[src/rtl/uart_pkg.sv]
// Shared UART definitions: receiver FSM states, default baud divider and data width.
package uart_pkg;

  localparam int unsigned BaudCountDefault = 10416;
  localparam int unsigned DataWidth        = 8;

  typedef enum logic [2:0] {
    StIdle  = 3'd0,
    StStart = 3'd1,
    StData  = 3'd2,
    StStop  = 3'd3,
    StBreak = 3'd4
  } uart_state_e;

endpackage

[src/rtl/uart_rx_if.sv]
// Receive-side UART bundle: serial line in, byte and status strobes out.
interface uart_rx_if import uart_pkg::*; ();

  logic                 rx;
  logic [DataWidth-1:0] rx_data;
  logic                 rx_valid;
  logic                 rx_busy;
  logic                 frame_err;

  modport master (
    input  rx,
    output rx_data,
    output rx_valid,
    output rx_busy,
    output frame_err
  );

  modport slave (
    output rx,
    input  rx_data,
    input  rx_valid,
    input  rx_busy,
    input  frame_err
  );

endinterface

[src/rtl/uart_sync2.sv]
// Two-flop synchroniser for a single asynchronous input, with a configurable reset value.
module uart_sync2 #(
  parameter bit RST_VAL = 1'b1
) (
  input  logic clk,
  input  logic rst,
  input  logic d,
  output logic q
);

  logic meta_q;
  logic sync_q;

  always_ff @(posedge clk or negedge rst) begin
    if (!rst) begin
      meta_q <= RST_VAL;
      sync_q <= RST_VAL;
    end else begin
      meta_q <= d;
      sync_q <= meta_q;
    end
  end

  assign q = sync_q;

endmodule

[src/rtl/uart_rx.sv]
// 8N1 UART receiver: mid-bit start validation, centre sampling of data and stop bits,
// one-cycle valid / framing-error strobes.
module uart_rx import uart_pkg::*; #(
  parameter int unsigned BAUD_COUNT = BaudCountDefault
) (
  input  logic      clk,
  input  logic      rst,
  uart_rx_if.master bus
);

  localparam int unsigned HALF_COUNT = BAUD_COUNT / 2;
  localparam int unsigned CNT_W      = $clog2(BAUD_COUNT);
  localparam logic [CNT_W-1:0] BaudLast = CNT_W'(BAUD_COUNT - 1);
  localparam logic [CNT_W-1:0] HalfLast = CNT_W'(HALF_COUNT - 1);

  logic                 rx_s;
  uart_state_e          state_q, state_d;
  logic [CNT_W-1:0]     cnt_q, cnt_d;
  logic [2:0]           bit_cnt_q, bit_cnt_d;
  logic [DataWidth-1:0] shift_q, shift_d;
  logic [DataWidth-1:0] data_q, data_d;
  logic                 valid_q, valid_d;
  logic                 err_q, err_d;

  uart_sync2 #(
    .RST_VAL (1'b1)
  ) u_sync (
    .clk (clk),
    .rst (rst),
    .d   (bus.rx),
    .q   (rx_s)
  );

  always_ff @(posedge clk or negedge rst) begin
    if (!rst) begin
      state_q   <= StIdle;
      cnt_q     <= '0;
      bit_cnt_q <= '0;
      shift_q   <= '0;
      data_q    <= '0;
      valid_q   <= 1'b0;
      err_q     <= 1'b0;
    end else begin
      state_q   <= state_d;
      cnt_q     <= cnt_d;
      bit_cnt_q <= bit_cnt_d;
      shift_q   <= shift_d;
      data_q    <= data_d;
      valid_q   <= valid_d;
      err_q     <= err_d;
    end
  end

  // Counter restarts from zero on every state change, so each state times from its own entry.
  always_comb begin
    state_d   = state_q;
    cnt_d     = cnt_q + CNT_W'(1);
    bit_cnt_d = bit_cnt_q;
    shift_d   = shift_q;
    data_d    = data_q;
    valid_d   = 1'b0;
    err_d     = 1'b0;
    unique case (state_q)
      StIdle: begin
        cnt_d = '0;
        if (!rx_s) state_d = StStart;
      end
      StStart: begin
        if (cnt_q == HalfLast) begin
          cnt_d = '0;
          if (rx_s) begin
            state_d = StIdle;
          end else begin
            state_d   = StData;
            bit_cnt_d = '0;
          end
        end
      end
      StData: begin
        if (cnt_q == BaudLast) begin
          cnt_d   = '0;
          shift_d = {rx_s, shift_q[DataWidth-1:1]};
          if (bit_cnt_q == 3'd7) begin
            state_d = StStop;
          end else begin
            bit_cnt_d = bit_cnt_q + 3'd1;
          end
        end
      end
      StStop: begin
        if (cnt_q == BaudLast) begin
          cnt_d = '0;
          if (rx_s) begin
            data_d  = shift_q;
            valid_d = 1'b1;
            state_d = StIdle;
          end else begin
            err_d   = 1'b1;
            state_d = StBreak;
          end
        end
      end
      StBreak: begin
        // Hold off until the line idles so a stuck-low line cannot spawn frames.
        cnt_d = '0;
        if (rx_s) state_d = StIdle;
      end
      default: begin
        cnt_d   = '0;
        state_d = StIdle;
      end
    endcase
  end

  assign bus.rx_data   = data_q;
  assign bus.rx_valid  = valid_q;
  assign bus.rx_busy   = (state_q != StIdle);
  assign bus.frame_err = err_q;

endmodule

[src/flat_wrapper.sv]
// flat-port wrapper written by rule: the top's interface ports become plain ports
module uart_rx_flat import uart_pkg::*;
#(
  parameter int unsigned BAUD_COUNT = BaudCountDefault
)
  (clk, rst, bus_rx, bus_rx_data, bus_rx_valid, bus_rx_busy, bus_frame_err);
  uart_rx_if bus_i ();
  input  logic clk;
  input  logic rst;
  input wire logic [$bits(bus_i.rx)-1:0] bus_rx;
  output wire logic [$bits(bus_i.rx_data)-1:0] bus_rx_data;
  output wire logic [$bits(bus_i.rx_valid)-1:0] bus_rx_valid;
  output wire logic [$bits(bus_i.rx_busy)-1:0] bus_rx_busy;
  output wire logic [$bits(bus_i.frame_err)-1:0] bus_frame_err;
  assign bus_i.rx = bus_rx;
  assign bus_rx_data = bus_i.rx_data;
  assign bus_rx_valid = bus_i.rx_valid;
  assign bus_rx_busy = bus_i.rx_busy;
  assign bus_frame_err = bus_i.frame_err;
  uart_rx #(.BAUD_COUNT(BAUD_COUNT)) u_core (.clk(clk), .rst(rst), .bus(bus_i));
endmodule
[config.mk]
export PLATFORM = sky130hd
export DESIGN_NAME = uart_rx_flat
export DESIGN_NICKNAME = d
export VERILOG_FILES = /design/src/rtl/uart_pkg.sv /design/src/rtl/uart_rx_if.sv /design/src/rtl/uart_sync2.sv /design/src/rtl/uart_rx.sv /design/src/flat_wrapper.sv
export SDC_FILE = /design/constraint.sdc
export NUM_CORES = 1
export LEC_CHECK = 0
export CELL_PAD_IN_SITES_DETAIL_PLACEMENT = 0
export CELL_PAD_IN_SITES_GLOBAL_PLACEMENT = 1
export CORE_ASPECT_RATIO = 0.8
export CORE_MARGIN = 4
export CORE_UTILIZATION = 41
export CTS_BUF_LIST = sky130_fd_sc_hd__clkbuf_8 sky130_fd_sc_hd__clkbuf_16
export DETAILED_ROUTE_END_ITERATION = 12
export GPL_TIMING_DRIVEN = 0
export PLACE_DENSITY = 0.78
export SLEW_MARGIN = 20
export SYNTH_ARGS = -nofsm -noshare
export SYNTH_HDL_FRONTEND = slang
export SYNTH_HIERARCHICAL = 1
export SYNTH_SLANG_ARGS = --single-unit
[constraint.sdc]
create_clock -name clk -period 1.9 [get_ports clk]
set_input_delay 0.38 -clock clk [delete_from_list [all_inputs] [get_ports clk]]
set_output_delay 0.38 -clock clk [all_outputs]
set_load 0.005 [all_outputs]
Word level (Yosys, flattened, before mapping)
Cells that the tools add are included.
{ "classes": {"n_reduce_logical": 8, "mux": 23, "eq_ne": 15, "add_sub_neg": 2} }
{ "op_table": {"columns": ["op", "count"], "rows": [
  ["$mux W3", 11],
  ["$mux W14", 2],
  ["$pmux W14 S2", 1],
  ["$pmux W3 S5", 1],
  ["$add A14 B1 Y14 const B", 1],
  ["$eq A14 B13 Y1 const B", 1],
  ["$eq A14 B14 Y1 const B", 1],
  ["$ne A2 B1 Y1 const B", 4],
  ["$ne A2 B2 Y1 const B", 4],
  ["$eq A3 B2 Y1 const B", 2],
  ["$eq A3 B3 Y1 const B", 2],
  ["$mux W1", 6],
  ["$pmux W3 S2", 1],
  ["$reduce_and A6 Y1", 1],
  ["$reduce_and A5 Y1", 1],
  ["$add A3 B1 Y3 const B", 1],
  ["$eq A3 B1 Y1 const B", 1],
  ["$logic_not A3 Y1", 1],
  ["$reduce_and A3 Y1", 1],
  ["$reduce_bool A3 Y1", 1],
  ["$mux W2", 1],
  ["$reduce_and A2 Y1", 1],
  ["$reduce_bool A2 Y1", 1],
  ["$reduce_or A2 Y1", 1]
]} }
{ "totals": {"output_inout_bits": 11, "input_bits": 3, "regBits": 40, "word_cells": 57} }

Longest topological paths before layout
{ "depth": {"depth_word": 4, "ltp_mapped": 7, "mapped_depth_nobuf": 6} }

Hierarchy
Netlist, hierarchy kept.
{ "by_module_without_submodules": {"columns": ["module", "seq_area_each_um2", "area_per_inst_um2", "instances", "cells_each"], "rows": [
  ["uart_rx", 950.9, 1742.9, 1, 150],
  ["uart_sync2", 52.6, 52.6, 1, 2]
]} }

Least setup slack after synthesis
Ideal clock, no wire load.
{ "synth_timing": {"kind": "flip-flop to flip-flop", "start": "reg u_core.cnt_q[0]", "end": "reg u_core.data_q[0], in the netlist u_core/bus.rx_data[0]", "t_arrival_ns": 1.821, "setup_slack_ns": -0.046, "stages_incl_launch_ff": 8, "synth_period_minus_slack_ns": 1.946, "path_buffers": 1, "t_required_ns": 1.775, "setup_ns": 0.125, "path_cell_list": "dfrtp_1 > ha_1 > and3_4 > nand4_2 > nor2_1 > and3_1 > buf_6 > mux2_2"} }
{ "synth_via": {"elab_chain_len": 2} }
{ "synth_rtl": {"columns": ["item", "line", "rtl"], "rows": [
  ["from (decl)", "uart_rx.sv:18", "logic [CNT_W-1:0] cnt_q, cnt_d;"],
  ["from (signal assigned)", "uart_rx.sv:45", "cnt_q <= cnt_d;"],
  ["$eq A14 B14 Y1", "uart_rx.sv:91", "if (cnt_q == BaudLast) begin"],
  ["$reduce_and A3 Y1 (no line)", null, null],
  ["to (signal assigned)", "uart_rx.sv:48", "data_q <= data_d;"],
  ["to (decl)", "uart_rx.sv:21", "logic [DataWidth-1:0] data_q, data_d;"]
]} }
No other way between the ends.
A chain may end at the register's enable or synchronous reset.

Worst setup path after layout
{ "layout_timing": {"start": "reg u_core.cnt_q[1]", "end": "reg u_core.data_q[5], in the netlist u_core/bus.rx_data[5]"} }
The elaborated chain is that of the path after synthesis.

==> results.md <==
* Status: finished clean
* Slowest CP cell: dfrtp_1
* Grt ovf at 0
* Worst slew pin tran at 385.0 ps
* Clk network pwr share at 43.4%
* Reg-to-reg startpoint: u_core/cnt_q[1]$_DFF_PN0_
* Final Skew at 9.821 ps
* # DRC at 0
* RR Endpoint: u_core/bus.rx_data[5]$_DFFE_PN0P_
* Power Density at 669.2 nW/um2
* Reg2reg setup slack at 30 ps
* Syn avg cell area at 11.81 um2
* Standard-cell row count at 21
* Port bufs at 13
* Fin crit share at 98.52%
* HP Class: reg2reg
* Placer Congestion at 0.7832
* ANT cells at 0
* Number of global-route vias before repair at 1189
* CP required at 2080 ps
* Post-synth cell types at 38
* Post-Syn Area at 1795 um2
* Net Sw Frac at 19.91%
* Crit start category: flip-flop
* Worst hold endpoint: u_core/u_sync/q$_DFF_PN1_
* TritonCTS clock tree: built
* Post-DR wirelength/cell at 14.09 um
* Cell-internal power at 1253 uW
* H-tree levels at 2
* Vias at 1254
* Max-slew violation count at 0
* Post-synth top area share at 52.96%
* Crit Path Max Fanout at 6
* Max-cap violations at 0
* Hold Fails Final Rpt at 0
* Inst Count DP at 223
* Setup-failing EPs final at 0
* CTS Buf Count at 5
* Antenna violations before repair at 0
* Combinational share of power at 1.8%
* Clock latency on the worst-skew pair at 290 ps
* Ys flop type: dfrtp_1
* Most common cell on crit path: and3_4
* DIE HEIGHT at 67.19 um
* Post-synth EDFFs at 0
* Final Critical Period at 1872 ps
* GRT Total Usage at 14.21%
* Syn Nets at 158
* Clock root buffer: clkbuf_8
* Final Cell Area at 2337 um2
* Register area share after synthesis at 55.89%
* Sequential power share at 54.8%
* Critical path endpoint category: flip-flop
* Post-synth ARST share at 100.0%
* Relative slew slack at 74.10%
* RSZ-0062 raised after global routing: yes
* Top cells by area, synth: dfrtp_1 (53%), mux2_2 (10%), nor2_1 (5.4%)
* Die Area at 5509 um2
* Nets at 193
* Antenna-violating nets left at 0
* Mapped Cells at 152
* Drt via density at 5.118
* 1st-iter DRT viols at 75
* Detailed Routing Iterations Pass 1 at 4
* Synth warn at 6
* Post-synth top area cell: dfrtp_1
* Yosys reg bits at 40
* First-pass GRT wire length at 5.678 mm
* Post-DP Area at 2014 um2
* Layout cell share with drive strength beyond 1 at 32.98%
* P&R area growth vs syn at 30.17%
* CTS max path bufs at 2
* Largest net degree at the start of global routing at 29
* I/O pin cnt at 14
* Finished Layout Cells at 245
* Clock transition at path regs at 80 ps
* Highest Clock Rate at 0.5342 GHz
* CP Cell Sequence: ha_4, and3_4, nand4_4, nor2_4, and3_4, buf_4, mux2_2
* Slowest stage delay, CP at 410 ps
* Critical path class: reg2reg
* Area of the core at 4204 um2
* Total Wirelength at 3.453 mm
* Leak at 0.001031 uW
* CP arrival at 2050 ps
* Clock sinks at 40
* IR drop worst, VDD at 0.4506 mV
* P_sw at 311.4 uW
* Final Core Density at 55.60%
* Worst reg2reg path depth at 7
* Die W at 81.99 um
* Worst Hold Launch: u_core/u_sync/meta_q$_DFF_PN1_
* Min-Delay Path Depth at 0
* Starting density of the core at 42.71%
## worst max path at each step
| stage | depth (start not counted) | slack (ps) | end | startpoint |
|---|---|---|---|---|
| 2_1_floorplan | 7 | 0.001 | u_core/bus.rx_data[0]$_DFFE_PN0P_ | u_core/cnt_q[0]$_DFF_PN0_ |
| 3_3_place_gp | 1 | -470 | u_core/bus.frame_err$_DFF_PN0_ | rst |
| 3_5_place_dp | 5 | -190 | u_core/shift_q[7]$_DFFE_PN0P_ | u_core/cnt_q[0]$_DFF_PN0_ |
| 4_1_cts | 6 | 8 | u_core/bus.rx_data[0]$_DFFE_PN0P_ | u_core/cnt_q[6]$_DFF_PN0_ |
| 5_1_grt | 7 | -60 | u_core/bus.rx_data[5]$_DFFE_PN0P_ | u_core/cnt_q[1]$_DFF_PN0_ |
| 6_report | 7 | 30 | u_core/bus.rx_data[5]$_DFFE_PN0P_ | u_core/cnt_q[1]$_DFF_PN0_ |
## metal layers
layer  track usage, %  vias up  wire (um)
li1                 -      599          -
met1            19.28      623       1709
met2            20.06       20       1540
met3            4.000       12         91
met4            8.714        0        111
met5                0        -          0
## cell usage after synthesis, types with 2 or more instances
library cell  count
or3_1             3
nand4_1           3
clkbuf_1          2
nand2b_1          2
inv_1             3
a21oi_1           3
nand3_1           5
nand2_1           7
buf_2             2
dfstp_2           2
mux2_2           16
o21ai_0           2
nor2_1           26
and3_1            2
a22o_1            2
buf_6             2
xor2_1            5
ha_1              3
dfrtp_1          38
xnor2_1           6
## registers in the layout, summed over array words and instances, names as in the netlist
signal                cells
u_core/bit_cnt_q          3
u_core/bus.frame_err      1
u_core/cnt_q             14
u_core/bus.rx_data        8
u_core/u_sync/meta_q      1
u_core/state_q            3
u_core/bus.rx_valid       1
u_core/shift_q            8
u_core/u_sync/q           1
## what timing repair did
| item | 4_1_cts | 5_1_grt |
|---|---|---|
| pin swaps | 3 | 8 |
| hold buffers | 1 | 0 |
| resized for setup | 9 | 15 |
| hold endpoints to repair | 12 | 0 |
| setup buffers | 6 | 8 |
| cloned | 0 | 1 |
| endpoints found under the setup margin | 29 | 29 |
## cell usage in the layout, fill, tap and decap left out, drive strengths merged, types with 2 or more instances in the layout
| cell type | Yosys | routed |
|---|---|---|
| buf | 4 | 20 |
| nand2b | 2 | 2 |
| xor2 | 5 | 5 |
| a21oi | 3 | 3 |
| nand2 | 7 | 7 |
| nor2 | 26 | 26 |
| mux2 | 17 | 17 |
| xnor2 | 6 | 6 |
| ha | 3 | 3 |
| dfrtp | 38 | 38 |
| or3 | 3 | 3 |
| and3 | 3 | 3 |
| clkdlybuf4s50 | 0 | 11 |
| nand4 | 4 | 4 |
| nor4 | 3 | 3 |
| clkbuf | 2 | 6 |
| dfstp | 2 | 2 |
| o21ai | 2 | 2 |
| nand3 | 5 | 5 |
| inv | 3 | 3 |
| a22o | 2 | 2 |
## worst max-delay path: cells and delay by family (launching register included)
kind / cells / cell delay [ps]
multiplexers: 1 / 320
flip-flops: 1 / 410
AND/OR/NAND/NOR: 4 / 740
adder cells (fa/ha/maj): 1 / 150
buffers and inverters: 1 / 120
## logic make-up (layout without fill, tap and decap cells)
logic type      count (synthesis)  count (layout)  share of synthesized area, %
fa+ha+maj                       3               3                         2.091
mux                            17              17                         10.66
simple gates                   60              60                         18.47
flops                          40              40                         55.89
buf+inv                         9              45                         2.857
compound gates                 12              12                         4.670
xor+xnor                       11              11                         5.366
## final cells by class
type / count / area (um2)
clock buffers: 5 / 68.82
repair buffers: 30 / 270.3
plain buffers: 4 / 35.03
flip-flops and latches: 40 / 1008
clock inverters: 3 / 42.54
multi-input cells: 103 / 829.5
fillers: 363 / 1867
well taps: 57 / 71.32
inverters: 3 / 11.26
## power groups by stage
stage | registers [uW] | clock network, uW | logic, uW
after floorplan | 873 | 0 | 2.71
after global placement | 873 | 0 | 23.4
after detailed placement | 873 | 0 | 28.3
after CTS | 856 | 698 | 30.0
after global routing | 857 | 733 | 33.0
final | 857 | 679 | 28.4
## through the flow
step	hold slack [ps]	total power (uW)	TNS [ps]	worst slack, ps
CTS	364.5	1584	0	8.471
global placement	347.6	896.5	-20560	-471.0
finish	361.3	1564	0	28.15
detailed placement	298.5	901.4	-3180	-188.6
floorplan	84.41	875.4	0	0.0009992
global route	366.7	1623	-1035	-64.59
Note: power is estimated with default switching activity, not from simulation.
